<file path="config.mk">
export PLATFORM = sky130hd
export DESIGN_NAME = axi_uart_tx_fifo
export DESIGN_NICKNAME = d
export VERILOG_FILES = /design/src/rtl/uart_pkg.sv /design/src/rtl/sync_fifo.sv /design/src/rtl/axi_uart_tx_fifo.sv
export SDC_FILE = /design/constraint.sdc
export NUM_CORES = 1
export LEC_CHECK = 0
export ABC_AREA = 0
export CAP_MARGIN = 5
export CORE_ASPECT_RATIO = 0.5
export CORE_MARGIN = 2
export CORE_UTILIZATION = 50
export CTS_CLUSTER_SIZE = 30
export DETAILED_ROUTE_END_ITERATION = 8
export HOLD_SLACK_MARGIN = 0.12
export PLACE_DENSITY = 0.68
export REMOVE_ABC_BUFFERS = 1
export SLEW_MARGIN = 20
export SYNTH_ARGS = -nofsm -noshare
export SYNTH_HDL_FRONTEND = slang
export SYNTH_SLANG_ARGS = --single-unit
export TNS_END_PERCENT = 5
</file>
<file path="constraint.sdc">
create_clock -name ACLK -period 4.04 [get_ports ACLK]
set_clock_uncertainty 0.05 [all_clocks]
set_input_delay 0.808 -clock ACLK [delete_from_list [all_inputs] [get_ports ACLK]]
set_output_delay 0.808 -clock ACLK [all_outputs]
set_load 0.02 [all_outputs]
</file>
<file path="src/rtl/uart_pkg.sv">
// Shared types and helpers for the UART transmit path.
//   tx_state_t : serialiser FSM states
//   PAR_*      : encodings of the cfg_parity input (2'b11 also means no parity)
//   clog2      : ceiling log2, usable in parameter and port-width expressions
package uart_pkg;

  typedef enum logic [2:0] {
    IDLE,
    START,
    DATA,
    PARITY,
    STOP
  } tx_state_t;

  localparam logic [1:0] PAR_NONE = 2'b00;
  localparam logic [1:0] PAR_ODD  = 2'b01;
  localparam logic [1:0] PAR_EVEN = 2'b10;

  function automatic int clog2(input int value);
    int res;
    int v;
    res = 0;
    v   = value - 1;
    while (v > 0) begin
      res++;
      v = v >> 1;
    end
    return res;
  endfunction

endpackage

</file>
<file path="src/rtl/sync_fifo.sv">
// Synchronous first-word-fall-through FIFO.
//   clk, rst : clock and asynchronous active-high reset
//   push     : write wr_data (ignored while full, even if a pop happens too)
//   pop      : drop the head entry (ignored while empty)
//   rd_data  : current head entry, valid whenever empty is low
//   count    : entries held (0..DEPTH); full / empty are decodes of it
// DEPTH must be a power of two so the pointers wrap naturally.
module sync_fifo
  import uart_pkg::*;
#(
  parameter int WIDTH = 8,
  parameter int DEPTH = 16
) (
  input  logic                    clk,
  input  logic                    rst,
  input  logic                    push,
  input  logic [WIDTH-1:0]        wr_data,
  input  logic                    pop,
  output logic [WIDTH-1:0]        rd_data,
  output logic [clog2(DEPTH):0]   count,
  output logic                    full,
  output logic                    empty
);

  localparam int AW = clog2(DEPTH);
  localparam logic [AW:0] FULL_COUNT = (AW + 1)'(DEPTH);

  logic [WIDTH-1:0] mem [DEPTH];
  logic [AW-1:0]    wr_ptr;
  logic [AW-1:0]    rd_ptr;
  logic             do_push;
  logic             do_pop;

  assign full    = (count == FULL_COUNT);
  assign empty   = (count == '0);
  assign do_push = push && !full;
  assign do_pop  = pop && !empty;
  assign rd_data = mem[rd_ptr];

  // NOTE: storage has no reset; only pointers and count define validity.
  always_ff @(posedge clk) begin
    if (do_push) mem[wr_ptr] <= wr_data;
  end

  // NOTE: sequential state uses non-blocking assignments only.
  always_ff @(posedge clk or posedge rst) begin
    if (rst) begin
      wr_ptr <= '0;
      rd_ptr <= '0;
      count  <= '0;
    end else begin
      if (do_push) wr_ptr <= wr_ptr + 1'b1;
      if (do_pop)  rd_ptr <= rd_ptr + 1'b1;
      case ({do_push, do_pop})
        2'b10:   count <= count + 1'b1;
        2'b01:   count <= count - 1'b1;
        default: count <= count;
      endcase
    end
  end

endmodule

</file>
<file path="src/rtl/axi_uart_tx_fifo.sv">
// Buffered UART transmitter.
//   ACLK, ARESET        : clock, asynchronous active-high reset
//   enable              : allow new frames to start (a running frame always completes)
//   cfg_div             : bit period is cfg_div+1 ACLK cycles
//   cfg_parity          : 00/11 none, 01 odd, 10 even
//   cfg_stop2           : two stop bits when set
//   s_tdata/s_tvalid/s_tready : input word stream into the TX FIFO
//   o_serial            : serial line, idle high
//   busy, tx_done       : frame in progress / last cycle of a frame
//   fifo_count/empty/full : FIFO occupancy
// Configuration is sampled together with the word when a frame starts, so
// changing it mid-frame only affects the following frames.
module axi_uart_tx_fifo
  import uart_pkg::*;
#(
  parameter int DATA_BITS  = 8,
  parameter int FIFO_DEPTH = 16,
  parameter int DIV_WIDTH  = 16
) (
  input  logic                         ACLK,
  input  logic                         ARESET,
  input  logic                         enable,
  input  logic [DIV_WIDTH-1:0]         cfg_div,
  input  logic [1:0]                   cfg_parity,
  input  logic                         cfg_stop2,
  input  logic [DATA_BITS-1:0]         s_tdata,
  input  logic                         s_tvalid,
  output logic                         s_tready,
  output logic                         o_serial,
  output logic                         busy,
  output logic                         tx_done,
  output logic [clog2(FIFO_DEPTH):0]   fifo_count,
  output logic                         fifo_empty,
  output logic                         fifo_full
);

  localparam int BW = clog2(DATA_BITS);
  localparam logic [BW-1:0] LAST_BIT = BW'(DATA_BITS - 1);

  tx_state_t            state;
  logic [DIV_WIDTH-1:0] baud_cnt;
  logic [BW-1:0]        bit_cnt;
  logic                 stop_cnt;
  logic [DATA_BITS-1:0] shift;
  logic [DATA_BITS-1:0] head;
  logic [DIV_WIDTH-1:0] div_q;
  logic                 par_en_q;
  logic                 par_bit_q;
  logic                 stop2_q;

  logic push;
  logic pop;
  logic bit_end;
  logic frame_end;

  // Ready is held low during reset so the source never sees a phantom slot.
  assign s_tready = !fifo_full && !ARESET;
  assign push     = s_tvalid && s_tready;

  assign bit_end   = (baud_cnt == div_q);
  assign frame_end = (state == STOP) && bit_end && (stop_cnt == stop2_q);

  // A frame starts from IDLE or directly out of the last stop cycle, which
  // gives back-to-back frames with no idle gap.
  assign pop = enable && !fifo_empty && ((state == IDLE) || frame_end);

  assign busy    = (state != IDLE);
  assign tx_done = frame_end;

  sync_fifo #(
    .WIDTH (DATA_BITS),
    .DEPTH (FIFO_DEPTH)
  ) u_fifo (
    .clk     (ACLK),
    .rst     (ARESET),
    .push    (push),
    .wr_data (s_tdata),
    .pop     (pop),
    .rd_data (head),
    .count   (fifo_count),
    .full    (fifo_full),
    .empty   (fifo_empty)
  );

  always_ff @(posedge ACLK or posedge ARESET) begin
    if (ARESET) begin
      state     <= IDLE;
      o_serial  <= 1'b1;
      baud_cnt  <= '0;
      bit_cnt   <= '0;
      stop_cnt  <= 1'b0;
      shift     <= '0;
      div_q     <= '0;
      par_en_q  <= 1'b0;
      par_bit_q <= 1'b0;
      stop2_q   <= 1'b0;
    end else if (pop) begin
      state     <= START;
      o_serial  <= 1'b0;
      baud_cnt  <= '0;
      shift     <= head;
      div_q     <= cfg_div;
      par_en_q  <= (cfg_parity == PAR_ODD) || (cfg_parity == PAR_EVEN);
      // Even parity is the XOR of the data; odd is its inverse.
      par_bit_q <= (^head) ^ (cfg_parity == PAR_ODD);
      stop2_q   <= cfg_stop2;
    end else begin
      case (state)
        IDLE: begin
          o_serial <= 1'b1;
        end
        START: begin
          if (bit_end) begin
            baud_cnt <= '0;
            bit_cnt  <= '0;
            state    <= DATA;
            o_serial <= shift[0];
          end else begin
            baud_cnt <= baud_cnt + 1'b1;
          end
        end
        DATA: begin
          if (bit_end) begin
            baud_cnt <= '0;
            if (bit_cnt == LAST_BIT) begin
              if (par_en_q) begin
                state    <= PARITY;
                o_serial <= par_bit_q;
              end else begin
                state    <= STOP;
                stop_cnt <= 1'b0;
                o_serial <= 1'b1;
              end
            end else begin
              bit_cnt  <= bit_cnt + 1'b1;
              shift    <= shift >> 1;
              o_serial <= shift[1];
            end
          end else begin
            baud_cnt <= baud_cnt + 1'b1;
          end
        end
        PARITY: begin
          if (bit_end) begin
            baud_cnt <= '0;
            state    <= STOP;
            stop_cnt <= 1'b0;
            o_serial <= 1'b1;
          end else begin
            baud_cnt <= baud_cnt + 1'b1;
          end
        end
        STOP: begin
          if (bit_end) begin
            baud_cnt <= '0;
            if (stop_cnt == stop2_q) begin
              state    <= IDLE;
              o_serial <= 1'b1;
            end else begin
              stop_cnt <= 1'b1;
            end
          end else begin
            baud_cnt <= baud_cnt + 1'b1;
          end
        end
        default: begin
          state    <= IDLE;
          o_serial <= 1'b1;
        end
      endcase
    end
  end

endmodule
</file>
==> impl_metrics.tcl <==
set metrics [dict create \
    cp_max_fo 11 \
    setup_viol 0 \
    clkSinkCount 192 \
    ant_nets 0 \
    cts_tree "done" \
    finalHoldViolCount 0 \
    cts.path.max_buffers 2 \
    crit_type "reg -> out" \
    fin_crit_ps 3800 \
    fillCellCount 1214 \
    initial_core_util 0.514 \
    firstDrtPassIters 5 \
    grt_first_pass_wirelength_um 27400 \
    drt_iter0_markers 505 \
    final_max_slew_viol_count 0 \
    h-tree-depth 4 \
    mostFrequentLayoutCell "edfxtp_1" \
    synthCells 545 \
    ys.flop_type "edfxtp_1" \
    max_stage_delay_ps 630 \
    ys_ff_latch 192 \
    cp_cell_sequence "xor2_1, nor4_1, and4_1, nand3_1, nor2_1, clkdlybuf4s50_1" \
    cts_resized 0 \
    boundaryPins 42 \
    path_delay_family "simple AND/OR/NAND/NOR gates" \
    ys.warnings.count 0 \
    cts_buffers 17 \
    grt_usage 0.207 \
    post-cts-setup-buffers 0 \
    synth_edf_count 128 \
    clockRootBuffer "clkbuf_16" \
    start_kind "flip-flop" \
    antenna_found_initial 0 \
    die-area_um2 18100 \
    p_per_area_nw_per_um2 448 \
    die_x_um 188 \
    rsz0062_at_grt "false" \
    rows 33 \
    post-dp-hpwl_um 11400 \
    fmax_mhz 263 \
    final_cell_count_no_fill 845 \
    drt_wl_total_um 17400 \
    n_antenna_cell 0 \
    cp.required_ps 3180 \
    design.core.area_um2 16500 \
    hp-class "reg -> reg" \
    peakVddDrop_uv 281 \
    cp.arrival_ps 2940 \
    final_layout_size_suffix_gt1_frac 0.159 \
    path_buf_inv 1 \
    leakagePower_nw 3.80 \
    fin_nets 648 \
    grt_overflow 0 \
    finalHoldWorstSlack_ps 467 \
    grt_max_degree 36 \
    cp-end-kind "output pin" \
    routedWlPerCell_um 20.6 \
    syn2layout_area_growth_pct 15.4 \
    crit_slowest_cell "clkdlybuf4s50_1" \
    tightestPinTransition_ps 803 \
    hold_buffers 0 \
    drc_errors 0 \
    via_per_inst 5.68 \
    ys_seq_area_frac 0.643 \
    io_buffers 41 \
    finalSetupTns_ps 0 \
    die_y_um 96.1 \
    dpl.cell_count 813 \
    synth_area_per_cell_um2 15.5 \
    grt_pass1_vias 4861 \
    min_period_over_period 0.940 \
    mostFrequentLayoutCells "128 x edfxtp_1, 62 x dfrtp_1, 41 x clkdlybuf4s50_1, 32 x nor2_1, 30 x xor2_1" \
    async_flop_share 0.333 \
    place_congestion 0.820 \
    outcome "completed" \
    maxCapViolations 0 \
    slew_headroom 0.465 \
    netlist_area_um2 8470 \
    clk_pin_slew_ps 80 \
    insertion_delay_ps 440 \
    ys_types 52 \
    vias 4799 \
]
==> worst register-to-register path: stages (launching register included) <==
cell and delay [ps]:
dfrtp_1 440, xor2_1 180, nor4_1 450, nand4_1 150, buf_4 190, o21ai_1 140, buf_4 180, nand2_2 70
inv_1 80, ha_1 330, xor2_1 180, ha_1 200, nand2_1 60, nor2_1 90, o21ai_0 80, a31oi_1 210
xnor2_1 140
==> metrics by stage <==
stage	area (um^2)	worst slack [ps]	power, mW	util
2_1_floorplan	8330	531	2.56	-
3_3_place_gp	9190	786	2.77	0.558
3_5_place_dp	9190	717	2.78	0.558
4_1_cts	9780	267	4.42	0.594
5_1_grt	9780	51.3	4.54	0.594
6_report	9780	243	4.38	0.594
==> routing by layer <==
layer  vias up  GRT usage  routed length [um]
met5         -          0                   0
met4         0     0.0715                 206
met3        17     0.0416                 834
met2       101      0.334                8190
met1      2479      0.287                8170
li1       2202          -                   -
==> cells by family (layout without fill, tap and decap cells) <==
kind of cell    Yosys count  in the layout  share of synthesized area
buf+inv                  42            115                     0.0264
xor+xnor                 44             44                     0.0514
mux                      62             62                      0.137
flops                   192            192                      0.643
compound gates           60             60                     0.0456
simple gates            133            133                     0.0786
fa+ha+maj                12             12                     0.0177
==> cell usage after synthesis (2+ instances only) <==
cell type	n	area [um^2]
clkbuf_1	10	37.5
xnor2_1	10	87.6
a21o_1	4	30.0
and3_1	9	56.3
mux2_2	21	236
mux4_2	18	405
buf_12	2	40.0
a31oi_1	2	12.5
and4_1	4	35.0
buf_4	3	22.5
nor3_1	14	70.1
o31ai_1	3	22.5
a221o_1	4	40.0
nand4_1	3	18.8
nand3_1	19	95.1
nor2b_1	5	31.3
a21oi_1	10	50.1
mux4_1	18	473
a211oi_1	3	22.5
buf_6	2	22.5
a22oi_1	5	37.5
and2_1	6	37.5
inv_1	21	78.8
nand2b_1	2	12.5
nor2_1	32	120
nand2_1	25	93.8
a22o_1	2	17.5
o21ai_1	4	20.0
buf_2	3	15.0
nand3b_1	2	15.0
dfrtp_1	63	1580
nor4_1	8	50.1
xnor3_1	2	45.0
o21ai_0	17	85.1
xor2_1	30	263
mux2i_1	5	50.1
ha_1	12	150
edfxtp_1	128	3840
==> worst paths after layout <==
check | startpoint | to | slack [ps] | depth (start not counted)
setup / recovery | baud_cnt[4] | tx_done | 240 | 6
hold / removal | shift[3] | shift[2] | 470 | 1
setup reg to reg | baud_cnt[4] | u_fifo.count[4] | 760 | 16
hold reg to reg | shift[3] | shift[2] | 470 | 1
max in group asynchronous | ARESET | div_q[1] | 2500 | 3
min in group asynchronous | ARESET | u_fifo.count[1] | 810 | 2
==> registers in the layout, summed over array words and instances, names as in the netlist, 3 cells and up <==
signal,count
bit_cnt,3
u_fifo.count,5
state,3
baud_cnt,16
u_fifo.mem,128
u_fifo.rd_ptr,4
u_fifo.wr_ptr,4
shift,8
div_q,16
==> area by class of cell <==
type                            count  area, um^2  share of cell area
Timing Repair Buffer               62         581              0.0594
Clock inverter                     15         163              0.0166
Clock buffer                       17         425              0.0435
Multi-Input combinational cell    311        2800               0.287
Inverter                           21        78.8             0.00806
Sequential cell                   192        5450               0.557
Tap cell                          227         284              0.0290
==> where the power goes <==
| part | switching [mW] | internal [mW] | total (mW) |
|---|---|---|---|
| Sequential | 0.0963 | 2.21 | 2.30 |
| Clock | 0.819 | 0.828 | 1.65 |
| Combinational | 0.237 | 0.196 | 0.434 |
| Total | 1.15 | 3.23 | 4.38 |
No activity file was read; power rests on OpenSTA's default activity.
==> RTL edit, RTL diff (same settings) <==
Register the input `cfg_stop2` before use, without a reset. The logic sees it one clock later. The other inputs are not delayed to match.
--- a/src/rtl/axi_uart_tx_fifo.sv
+++ b/src/rtl/axi_uart_tx_fifo.sv
@@ -36,6 +36,12 @@
 
   localparam int BW = clog2(DATA_BITS);
   localparam logic [BW-1:0] LAST_BIT = BW'(DATA_BITS - 1);
+
+  logic cfg_stop2_q;
+
+  always_ff @(posedge ACLK) begin
+    cfg_stop2_q <= cfg_stop2;
+  end
 
   tx_state_t            state;
   logic [DIV_WIDTH-1:0] baud_cnt;
@@ -103,7 +109,7 @@
       par_en_q  <= (cfg_parity == PAR_ODD) || (cfg_parity == PAR_EVEN);
       // Even parity is the XOR of the data; odd is its inverse.
       par_bit_q <= (^head) ^ (cfg_parity == PAR_ODD);
-      stop2_q   <= cfg_stop2;
+      stop2_q   <= cfg_stop2_q;
     end else begin
       case (state)
         IDLE: begin
Function: same outputs for any inputs over 10 cycles, from zero or initial values and one cycle with ARESET high; that may be too few to reach the edited logic, so the function may still have changed.
==> RTL edit against the unedited design <==
  * Sequential cell count grew 1
  * Cell count grew 0.36%
  * Total power grew 1.3%
  * Register-to-register slack gained 0.02 ns
  * Global-route usage shrank 0.72 points
  * Setup slack gained 0.056 ns
  * Critical path depth is the same
  * Wire length shrank 4.1%
  * Largest cell class unchanged
  * Design area grew 0.42%
  * Largest power group unchanged
  * Non-clock buffer count grew 2
  * Synthesized area grew 0.24%
==> RTL edit: results (changes against the unedited design) <==
largest delay contributor family on the critical path: simple AND/OR/NAND/NOR gates
status: completed
synth cell count leaders: edfxtp_1, dfrtp_1, nor2_1, xor2_1, nand2_1
Net Switching: 1.18 mW (+2.3%)
Final nets: 651 (+0.46%)
met2 Track Usage GR: 33.1% (-0.28 points)
iteration-0 DRC count of the detailed router: 376 (-26%)
top cells by area, synth: edfxtp_1, dfrtp_1, mux4_1
global-route wire length before repair: 26,400 um (-3.6%)
wire per inst: 19.7 um (-4.4%)
Non-clock buffers: 64 (+3.2%)
synthesized cell area: 8490 um^2 (+0.24%)
WL met1: 7700 um (-5.8%)
Synth async-reset ratio: 33.2% (-0.17 points)
Placement Cell Area: 9220 um^2 (+0.24%)
vias in the first global route: 4,757 (-2.1%)
NonClk Buf Share: 5.94% (about the same)
Fillers: 1,284 (+5.8%)
Post-Synth Adder-Cell Area: 1.77% (-0.0042 points)
#MultiIn Comb: 311 (unchanged)
Least-Margin Pin Slew: 0.717 ns (-0.0859 ns)
Reg with most FFs: u_fifo.mem
Met3 Wirelength: 690 um (-17%)
Ant. Diodes: 0 (unchanged)
crit path DAT: 2.88 ns (-0.06 ns)
Pleak: 3.83 nW (+0.74%)
GRT met1 Usage: 26.4% (-2.3 points)
met2 wire length: 8040 um (-1.8%)
Max Used Layer: met4
GRT Total Usage: 20.0% (-0.72 points)
complex-gate fraction of the synthesized area: 4.55% (-0.011 points)
ratio of cells with drive above 1 in the final layout: 15.9% (+0.084 points)
Vias: 4,734 (-1.4%)
grt met3 use: 4.74% (+0.58 points)
pin count of the biggest net entering global routing: 46 (+28%)
FF-to-FF Start: u_fifo.count[1]
dpl ws: 0.721 ns (+0.00390 ns)
# clk buffers: 18 (+1)
DR vias/cell: 5.58 (-1.7%)
Final GP Congestion: 0.891 (+8.6%)
VDD IR max: 0.000238 V (-15%)
Seq cells: 193 (+0.52%)
Num CTS Buffers: 17 (unchanged)
post-route design area: 9820 um^2 (+0.42%)
FF/Latch Area: 5470 um^2 (+0.37%)
clock-cell share of area: 6.18% (+0.17 points)
XOR/XNOR Fraction of Synth Area: 5.13% (-0.012 points)
R2R setup slack: 0.78 ns (+0.02 ns)
YS warnings: 0 (unchanged)
post-DP HPWL: 11,000 um (-3.7%)
period utilization: 92.6% (-1.4 points)
sequential-to-total area share from yosys stat: 64.4% (+0.084 points)
power per cell area: 452 nW/um^2 (+0.88%)
Reg2Reg Depth: 13 (-3)
mux share of post-synthesis cell area: 13.7% (-0.032 points)
synth unique cells: 53 (+1.9%)
placed cells: 816 (+0.37%)
Synth Instances: 546 (+0.18%)
Clk power: 1.70 mW (+3%)
RTL edit: changes by cell type after synthesis:
cell and delta:
dfxtp_1 +1
RTL edit: how the worst min path moves through the flow:
| stage | from | end | slack [ns] | cells after the start |
|---|---|---|---|---|
| final | cfg_stop2_q | stop2_q | 0.42 | 1 |
| after global placement | cfg_stop2_q | stop2_q | 0.40 | 1 |
| after global routing | cfg_stop2_q | stop2_q | 0.45 | 1 |
| after floorplan | cfg_stop2_q | stop2_q | 0.39 | 1 |
| after CTS | cfg_stop2_q | stop2_q | 0.42 | 1 |
| after detailed placement | cfg_stop2_q | stop2_q | 0.40 | 1 |
RTL edit: cell families (layout without fill, tap and decap cells):
group	after synthesis	after routing
xor gates and xnor gates	44	44
AOI/OAI and AO/OA	60	60
DFF	193	193
and+or+nand+nor	133	133
adders and majority gates	12	12
muxes	62	62
buffers and inverters	42	117
